<file path="config.mk">
export PLATFORM = sky130hd
export DESIGN_NAME = sync_fifo_ctrl
export DESIGN_NICKNAME = d
export VERILOG_FILES = /design/src/rtl/fifo_pkg.sv /design/src/rtl/fifo_ptr.sv /design/src/rtl/sync_fifo_ctrl.sv
export SDC_FILE = /design/constraint.sdc
export NUM_CORES = 1
export LEC_CHECK = 0
export BUFFER_PORTS_ARGS = -buffer_cell sky130_fd_sc_hd__buf_2
export CAP_MARGIN = 15
export CORE_MARGIN = 4
export CORE_UTILIZATION = 58
export CTS_BUF_LIST = sky130_fd_sc_hd__clkbuf_2 sky130_fd_sc_hd__clkbuf_4 sky130_fd_sc_hd__clkbuf_8
export CTS_CLUSTER_DIAMETER = 60
export DETAILED_ROUTE_END_ITERATION = 10
export GPL_ROUTABILITY_DRIVEN = 0
export HOLD_SLACK_MARGIN = 0.15
export PLACE_DENSITY = 0.95
export SYNTH_ARGS = -nofsm -noshare
export SYNTH_HDL_FRONTEND = slang
export SYNTH_SLANG_ARGS = --single-unit
export TNS_END_PERCENT = 10
</file>
<file path="constraint.sdc">
create_clock -name i_clk -period 6.32 [get_ports i_clk]
set_input_delay 1.264 -clock i_clk [delete_from_list [all_inputs] [get_ports i_clk]]
set_output_delay 1.264 -clock i_clk [all_outputs]
set_load 0.02 [all_outputs]
</file>
<file path="src/rtl/fifo_pkg.sv">
// Shared constants and helpers for the synchronous FIFO controller.
package fifo_pkg;

   localparam int unsigned DEF_DATA_WIDTH = 8;
   localparam int unsigned DEF_ADDR_WIDTH = 10;

   // Bit positions inside the sticky error vector.
   localparam int unsigned ERR_OVF = 0;
   localparam int unsigned ERR_UDF = 1;
   localparam int unsigned ERR_W   = 2;

   function automatic int unsigned ptr_w(input int unsigned addr_width);
      return addr_width + 1;
   endfunction

endpackage

</file>
<file path="src/rtl/fifo_ptr.sv">
// FIFO pointer with increment enable and synchronous clear; MSB is the wrap bit.
module fifo_ptr
   import fifo_pkg::*;
#(
   parameter int unsigned ADDR_WIDTH = DEF_ADDR_WIDTH
) (
   input  logic                  i_clk,
   input  logic                  i_rst_n,
   input  logic                  i_clr,
   input  logic                  i_en,
   output logic [ADDR_WIDTH-1:0] o_addr,
   output logic                  o_wrap
);

   localparam int unsigned PW = ptr_w(ADDR_WIDTH);

   logic [PW-1:0] ptr_q, ptr_d;

   always_comb begin
      ptr_d = ptr_q;
      if (i_clr) begin
         ptr_d = '0;
      end else if (i_en) begin
         ptr_d = ptr_q + PW'(1);
      end
   end

   always_ff @(posedge i_clk or negedge i_rst_n) begin
      if (!i_rst_n) begin
         ptr_q <= '0;
      end else begin
         ptr_q <= ptr_d;
      end
   end

   assign o_addr = ptr_q[ADDR_WIDTH-1:0];
   assign o_wrap = ptr_q[PW-1];

endmodule

</file>
<file path="src/rtl/sync_fifo_ctrl.sv">
// Synchronous FIFO controller: pointers, occupancy, status flags and dual-port RAM drive.
module sync_fifo_ctrl
   import fifo_pkg::*;
#(
   parameter int unsigned DATA_WIDTH = DEF_DATA_WIDTH,
   parameter int unsigned ADDR_WIDTH = DEF_ADDR_WIDTH,
   parameter int unsigned AFULL_LVL  = 2**ADDR_WIDTH - 4
) (
   input  logic                  i_clk,
   input  logic                  i_rst_n,
   input  logic                  i_flush,
   input  logic                  i_push,
   input  logic [DATA_WIDTH-1:0] i_wdata,
   input  logic                  i_pop,
   output logic [DATA_WIDTH-1:0] o_rdata,
   output logic                  o_rvalid,
   output logic                  o_full,
   output logic                  o_empty,
   output logic                  o_afull,
   output logic [ADDR_WIDTH:0]   o_count,
   output logic                  o_ovf,
   output logic                  o_udf,
   output logic                  o_ram_wen,
   output logic [ADDR_WIDTH-1:0] o_ram_waddr,
   output logic [DATA_WIDTH-1:0] o_ram_wdata,
   output logic                  o_ram_ren,
   output logic [ADDR_WIDTH-1:0] o_ram_raddr,
   input  logic [DATA_WIDTH-1:0] i_ram_rdata
);

   localparam int unsigned  PW        = ptr_w(ADDR_WIDTH);
   localparam logic [PW-1:0] AFULL_CNT = PW'(AFULL_LVL);

   logic [ADDR_WIDTH-1:0] wr_addr, rd_addr;
   logic                  wr_wrap, rd_wrap;
   logic [PW-1:0]         wr_nxt, rd_nxt;
   logic                  push_ok, pop_ok;

   logic [PW-1:0]    count_q, count_d;
   logic             full_q, full_d;
   logic             empty_q, empty_d;
   logic             afull_q, afull_d;
   logic             rvalid_q, rvalid_d;
   logic [ERR_W-1:0] err_q, err_d;

   // Flush blocks both ports so nothing is written or read in that cycle.
   assign push_ok = i_push & ~full_q & ~i_flush;
   assign pop_ok  = i_pop & ~empty_q & ~i_flush;

   fifo_ptr #(
      .ADDR_WIDTH (ADDR_WIDTH)
   ) u_wr_ptr (
      .i_clk   (i_clk),
      .i_rst_n (i_rst_n),
      .i_clr   (i_flush),
      .i_en    (push_ok),
      .o_addr  (wr_addr),
      .o_wrap  (wr_wrap)
   );

   fifo_ptr #(
      .ADDR_WIDTH (ADDR_WIDTH)
   ) u_rd_ptr (
      .i_clk   (i_clk),
      .i_rst_n (i_rst_n),
      .i_clr   (i_flush),
      .i_en    (pop_ok),
      .o_addr  (rd_addr),
      .o_wrap  (rd_wrap)
   );

   // Post-edge pointer values, so the registered flags move on the same edge.
   assign wr_nxt = {wr_wrap, wr_addr} + PW'(push_ok);
   assign rd_nxt = {rd_wrap, rd_addr} + PW'(pop_ok);

   always_comb begin
      count_d  = count_q;
      full_d   = full_q;
      empty_d  = empty_q;
      afull_d  = afull_q;
      rvalid_d = 1'b0;
      err_d    = err_q;
      if (i_flush) begin
         count_d = '0;
         full_d  = 1'b0;
         empty_d = 1'b1;
         afull_d = 1'b0;
         err_d   = '0;
      end else begin
         count_d  = count_q + PW'(push_ok) - PW'(pop_ok);
         empty_d  = (wr_nxt == rd_nxt);
         full_d   = (wr_nxt[ADDR_WIDTH-1:0] == rd_nxt[ADDR_WIDTH-1:0]) &&
                    (wr_nxt[PW-1] != rd_nxt[PW-1]);
         afull_d  = (count_d >= AFULL_CNT);
         rvalid_d = pop_ok;
         if (i_push && full_q) begin
            err_d[ERR_OVF] = 1'b1;
         end
         if (i_pop && empty_q) begin
            err_d[ERR_UDF] = 1'b1;
         end
      end
   end

   always_ff @(posedge i_clk or negedge i_rst_n) begin
      if (!i_rst_n) begin
         count_q  <= '0;
         full_q   <= 1'b0;
         empty_q  <= 1'b1;
         afull_q  <= 1'b0;
         rvalid_q <= 1'b0;
         err_q    <= '0;
      end else begin
         count_q  <= count_d;
         full_q   <= full_d;
         empty_q  <= empty_d;
         afull_q  <= afull_d;
         rvalid_q <= rvalid_d;
         err_q    <= err_d;
      end
   end

   assign o_ram_wen   = push_ok;
   assign o_ram_waddr = wr_addr;
   assign o_ram_wdata = i_wdata;
   assign o_ram_ren   = pop_ok;
   assign o_ram_raddr = rd_addr;

   assign o_rdata  = i_ram_rdata;
   assign o_rvalid = rvalid_q;
   assign o_full   = full_q;
   assign o_empty  = empty_q;
   assign o_afull  = afull_q;
   assign o_count  = count_q;
   assign o_ovf    = err_q[ERR_OVF];
   assign o_udf    = err_q[ERR_UDF];

endmodule

</file>
# After elaboration in Yosys (flattened, before gate mapping)
# Cells that the tools add are included.
[totals]
reg_bits = 39
word_cells = 45
[op_classes]
n_addsub = 6
magnitude_cmp = 1
eq_ne = 3
mux = 12
bitwise_logic = 7
n_reduce_logical = 7
[ops]
columns = ["operator", "count"]
rows = [
  ["$mux W11", 5],
  ["$add A11 B1 Y11", 3],
  ["$add A11 B1 Y11 const B", 2],
  ["$eq A11 B11 Y1", 1],
  ["$ge A11 B10 Y1 const B", 1],
  ["$sub A11 B1 Y11", 1],
  ["$eq A10 B10 Y1", 1],
  ["$reduce_bool A2 Y1", 4],
  ["$mux W1", 6],
  ["$and A1 B1 Y1", 4],
  ["$logic_and A1 B1 Y1", 3],
  ["$not A1 Y1", 3],
  ["$mux W2", 1],
  ["$ne A1 B1 Y1", 1],
]

# Logic depth before layout (Yosys ltp)
[depth]
depth_word = 7
mapped_depth = 14
ltp_nobuf = 13

# Cells and area by module
# Synthesis repeated with hierarchy kept, for this count alone.
[unflattened]
hier_cells = 297
area_unflattened_um2 = 2825.2
[modules_own_cells]
columns = ["mod", "instances", "cells_per_inst", "area_per_inst_um2"]
rows = [
  ["sync_fifo_ctrl", 1, 189, 1711.6],
  ["fifo_ptr", 2, 54, 556.8],
]

# Worst setup path after synthesis
# Ideal clock, no wire load.
[synth_path]
kind = "input to register"
start = "in i_push"
end = "reg afull_q, in the netlist o_afull"
setup_ns = 0.101
arrival_time_ns = 3.795
required_ns = 6.219
path_slack_ns = 2.424
path_stages = 14
cell_sequence = "nor2b_1 > clkbuf_1 > xnor2_1 > nor2_1 > ha_1 > inv_1 > fa_1 > nor2b_1 > o31a_2 > o21a_1 > nor2_1 > xor2_1 > or4b_1 > o32ai_1"
[synth_via]
elab_chain_cells = 6
[synth_lines]
columns = ["item", "line", "text"]
rows = [
  ["from (decl)", "sync_fifo_ctrl.sv:12", "input logic i_push,"],
  ["$and A1 B1 Y1 (2 in a row)", "sync_fifo_ctrl.sv:47", "assign push_ok = i_push & ~full_q & ~i_flush;"],
  ["$add A11 B1 Y11", "sync_fifo_ctrl.sv:90", "count_d = count_q + PW'(push_ok) - PW'(pop_ok);"],
  ["$sub A11 B1 Y11", "sync_fifo_ctrl.sv:90", ""],
  ["$ge A11 B10 Y1", "sync_fifo_ctrl.sv:94", "afull_d = (count_d >= AFULL_CNT);"],
  ["$mux W1", "sync_fifo_ctrl.sv:83", "if (i_flush) begin"],
  ["net afull_d", "sync_fifo_ctrl.sv:42", "logic afull_q, afull_d;"],
  ["to (signal assigned)", "sync_fifo_ctrl.sv:117", "afull_q <= afull_d;"],
  ["to (decl)", "sync_fifo_ctrl.sv:42", ""],
]
# The timed path passes the listed nets, and every way through them passes these cells.
# A chain may end at the register's enable or synchronous reset.

# Worst setup path in the final report
# Same ends and word-level chain as after synthesis.

==> key figures <==
Outcome
  – Status: finished, final reports clean

Synthesis
  – Most frequent cells after synthesis: 44 x nor2_1, 38 x dfrtp_1, 34 x xnor2_1, 19 x xor2_1, 17 x nand2_1
  – Post-synth EDFFs: 0
  – Main combinational cell family by area after synthesis: simple AND/OR/NAND/NOR gates
  – Synth Area in XOR/XNOR: 0.172
  – Syn_nets: 331
  – Compound-Gate Fraction of Synth Area: 0.0965
  – Adder-Cell Fraction of Synth Area: 0.0770
  – Top cell type's share of synthesized area: 0.353
  – Cell count after synthesis: 294
  – Synthesized flop and latch total: 39
  – Post-Synth Simple-Gate Area: 0.204
  – Top-count cell post-synth: nor2_1
  – Synth Flop Type: dfrtp_1
  – Leading area contributor after synthesis: dfrtp_1
  – Mux share of post-synthesis cell area: 0.00371
  – Netlist cell types: 47
  – Sequential area share after synthesis: 0.362
  – Yosys Warn Count: 0
  – Area contributors post-synth: dfrtp_1 35%, xnor2_1 11%, ha_1 7.0%, xor2_1 6.2%, nor2_1 6.1%
  – FFs w/ async S/R, synth: 1.00
  – Mean post-synth cell area: 9.18 um^2
  – Mapped Area: 2700 um^2

Global routing
  – Initial antenna violation count: 0
  – GRT Residual Overflow: 0
  – Number of global-route vias before repair: 2,185
  – Largest net degree at the start of global routing: 43
  – Wire length of the first global-routing pass: 10,100 um
  – Gr usage total: 0.208

Clocking
  – Clk slew on worst S/H paths: 0.08 ns
  – TritonCTS Buffers: 5
  – Htree depth: 2
  – Root buf cell: clkbuf_8
  – PostCTS Resize Cnt: 0
  – Total setup buffers inserted after CTS: 0
  – Clk sinks: 39
  – CTS Hold Bufs: 0
  – Worst-case clock buffer depth: 2
  – Clk_lat worst skew: 0.30 ns
  – CTS tree: built

Setup path
  – CP cell instances: buf_2 > nor2b_1 > xnor2_1 > nor2_1 > ha_1 > inv_1 > fa_1 > nor2b_1 > o31a_2 > o21a_1 > nor2_1 > xor2_1 > or4b_1 > o32ai_1
  – Worst path max stage delay: 0.56 ns
  – Crit path max-delay cell type: nor2b_1
  – Worst Path Buf+Inv: 2
  – RR Startpoint: o_full
  – Worst Path Required: 6.53 ns
  – Crit start category: primary input
  – Critical setup path kind: primary input to flip-flop
  – Crit path max-delay family: simple AND/OR/NAND/NOR gates
  – Setup crit start: i_push
  – CP max FO: 9
  – WP data arrival: 4.43 ns
  – Endpoint class of the critical path: flip-flop

Detailed routing
  – DR WL met3: 381 um
  – DR top layer: met4
  – Routed Antenna Nets: 0
  – Met2 wire length: 3090 um
  – Vias per cell: 5.71
  – WL final: 5840 um
  – Total DRC errors in the routed layout: 0
  – Metal-1 WL: 2270 um
  – Total number of vias: 2,106
  – Drt wl/cell: 15.8 um
  – Initial DRT Pass Iterations: 5
  – Initial DRC count: 160

Timing
  – Relative slew slack: 0.424
  – RSZ-0062 raised after global routing: false
  – Fin. Hold Viols: 0
  – Final setup vio count: 0
  – Tmin final: 4.22 ns
  – Setup TNS: 0 ns
  – Fin. max-slew vios: 0
  – Slew @ Worst Pin: 0.864 ns
  – Fmax: 237 MHz
  – Final worst slack: 2.10 ns
  – Final setup skew: 0.00365 ns
  – Period Utilization, post-route: 0.668

Placement
  – Post-Place Cells: 361
  – Number of port buffers: 43
  – Post-DP HPWL: 4420 um
  – Post-Place Setup Slack: 1.81 ns

Die
  – Core area: 4410 um^2
  – Core Rows: 24
  – Full die area: 5810 um^2
  – Starting Density: 0.611
  – Die W: 76.2 um
  – IO Count: 76
  – Vert. Die Dim: 76.2 um

Finish
  – Number of diodes: 0
  – Final net count: 353
  – Layout area overhead: 8.53%
  – Share of cells above drive strength 1: 0.199
  – Final std cells w/o fill: 369

Pwr
  – LEAKAGE: 1.39 nW
  – Peak VDD IR: 0.000164 V
  – Pwr/cell area: 360 nW/um^2

Worst hold path
  – HP Start: err_q[1]
  – Hold Path Class: flip-flop to flip-flop

Job
  – Max cap viols: 0
## report_power, final
group	total, W	switching, W	internal [W]	leakage, nW
Sequential	0.000312	0.0000272	0.000284	0.527
Clock	0.000253	0.0000913	0.000162	0.0688
Combinational	0.000488	0.000285	0.000203	0.794
## final timing paths
path	endpoint	slack [ns]	depth (start not counted)
hold reg to reg	err_q[1]	0.49	2
min in group asynchronous	u_rd_ptr.ptr_q[7]	1.07	1
setup / recovery	o_afull	2.10	14
setup reg to reg	o_afull	2.77	13
max in group asynchronous	o_count[5]	4.70	1
hold / removal	err_q[1]	0.49	2
## placed cells by master, fill, tap and decap left out, types with 2 or more instances in the layout
cell,netlist,final
bufinv_16,0,2
clkbuf_8,1,5
nand4_1,9,9
ha_1,15,15
nand2_1,17,17
a21oi_1,13,13
nor2_1,44,44
a21o_1,4,4
nor3_1,5,5
buf_2,2,43
nand3_1,8,8
nor2b_1,6,6
dfrtp_1,38,38
inv_1,11,11
nor2_2,2,2
o21a_1,3,3
o21ai_0,9,9
nor4_1,2,2
xor2_1,19,19
or3_1,4,4
xnor2_1,34,34
## cell type report
class	count	area, um^2
inverters	11	41.3
fillers	360	1490
clock inverters	2	60.1
flip-flops and latches	39	977
multi-input cells	216	1490
clock buffers	6	76.3
well taps	52	65.1
repair buffers	43	215
## kinds of logic after synthesis
group                      after synthesis
DFF                                     39
and+or+nand+nor                        107
adders and majority gates               16
buffers and inverters                   39
AOI/OAI and AO/OA                       39
muxes                                    1
xor gates and xnor gates                53
## stage by stage
step,area (um^2),hold slack (ns),power [W],utilization
floorplan,2700,0.525,0.000708,-
global placement,2790,0.473,0.000778,0.632
detailed placement,2790,0.479,0.000803,0.632
CTS,2930,0.498,0.00106,0.663
global route,2930,0.562,0.00112,0.663
finish,2930,0.492,0.00105,0.663
## worst reg2reg max path, stage by stage (launching register included)
cell     delay, ns
dfrtp_1       0.41
nor2b_1       0.55
xnor2_1       0.17
nor2_1        0.11
ha_1          0.21
inv_1         0.08
fa_1          0.42
nor2b_1       0.20
o31a_2        0.17
o21a_1        0.12
nor2_1        0.06
xor2_1        0.17
or4b_1        0.55
o32ai_1       0.23
## layer usage
metal | GRT usage | up-vias
met5 | 0 | -
met4 | 0.0787 | 0
met3 | 0.0556 | 13
met2 | 0.376 | 71
met1 | 0.231 | 1017
li1 | - | 1005
## registers in the layout (all words and copies together), names as in the netlist
name / count
u_rd_ptr.ptr_q: 11
err_q: 2
o_rvalid: 1
o_count: 11
o_empty: 1
u_wr_ptr.ptr_q: 11
o_full: 1
o_afull: 1
Note: power is estimated with default switching activity, not from simulation.
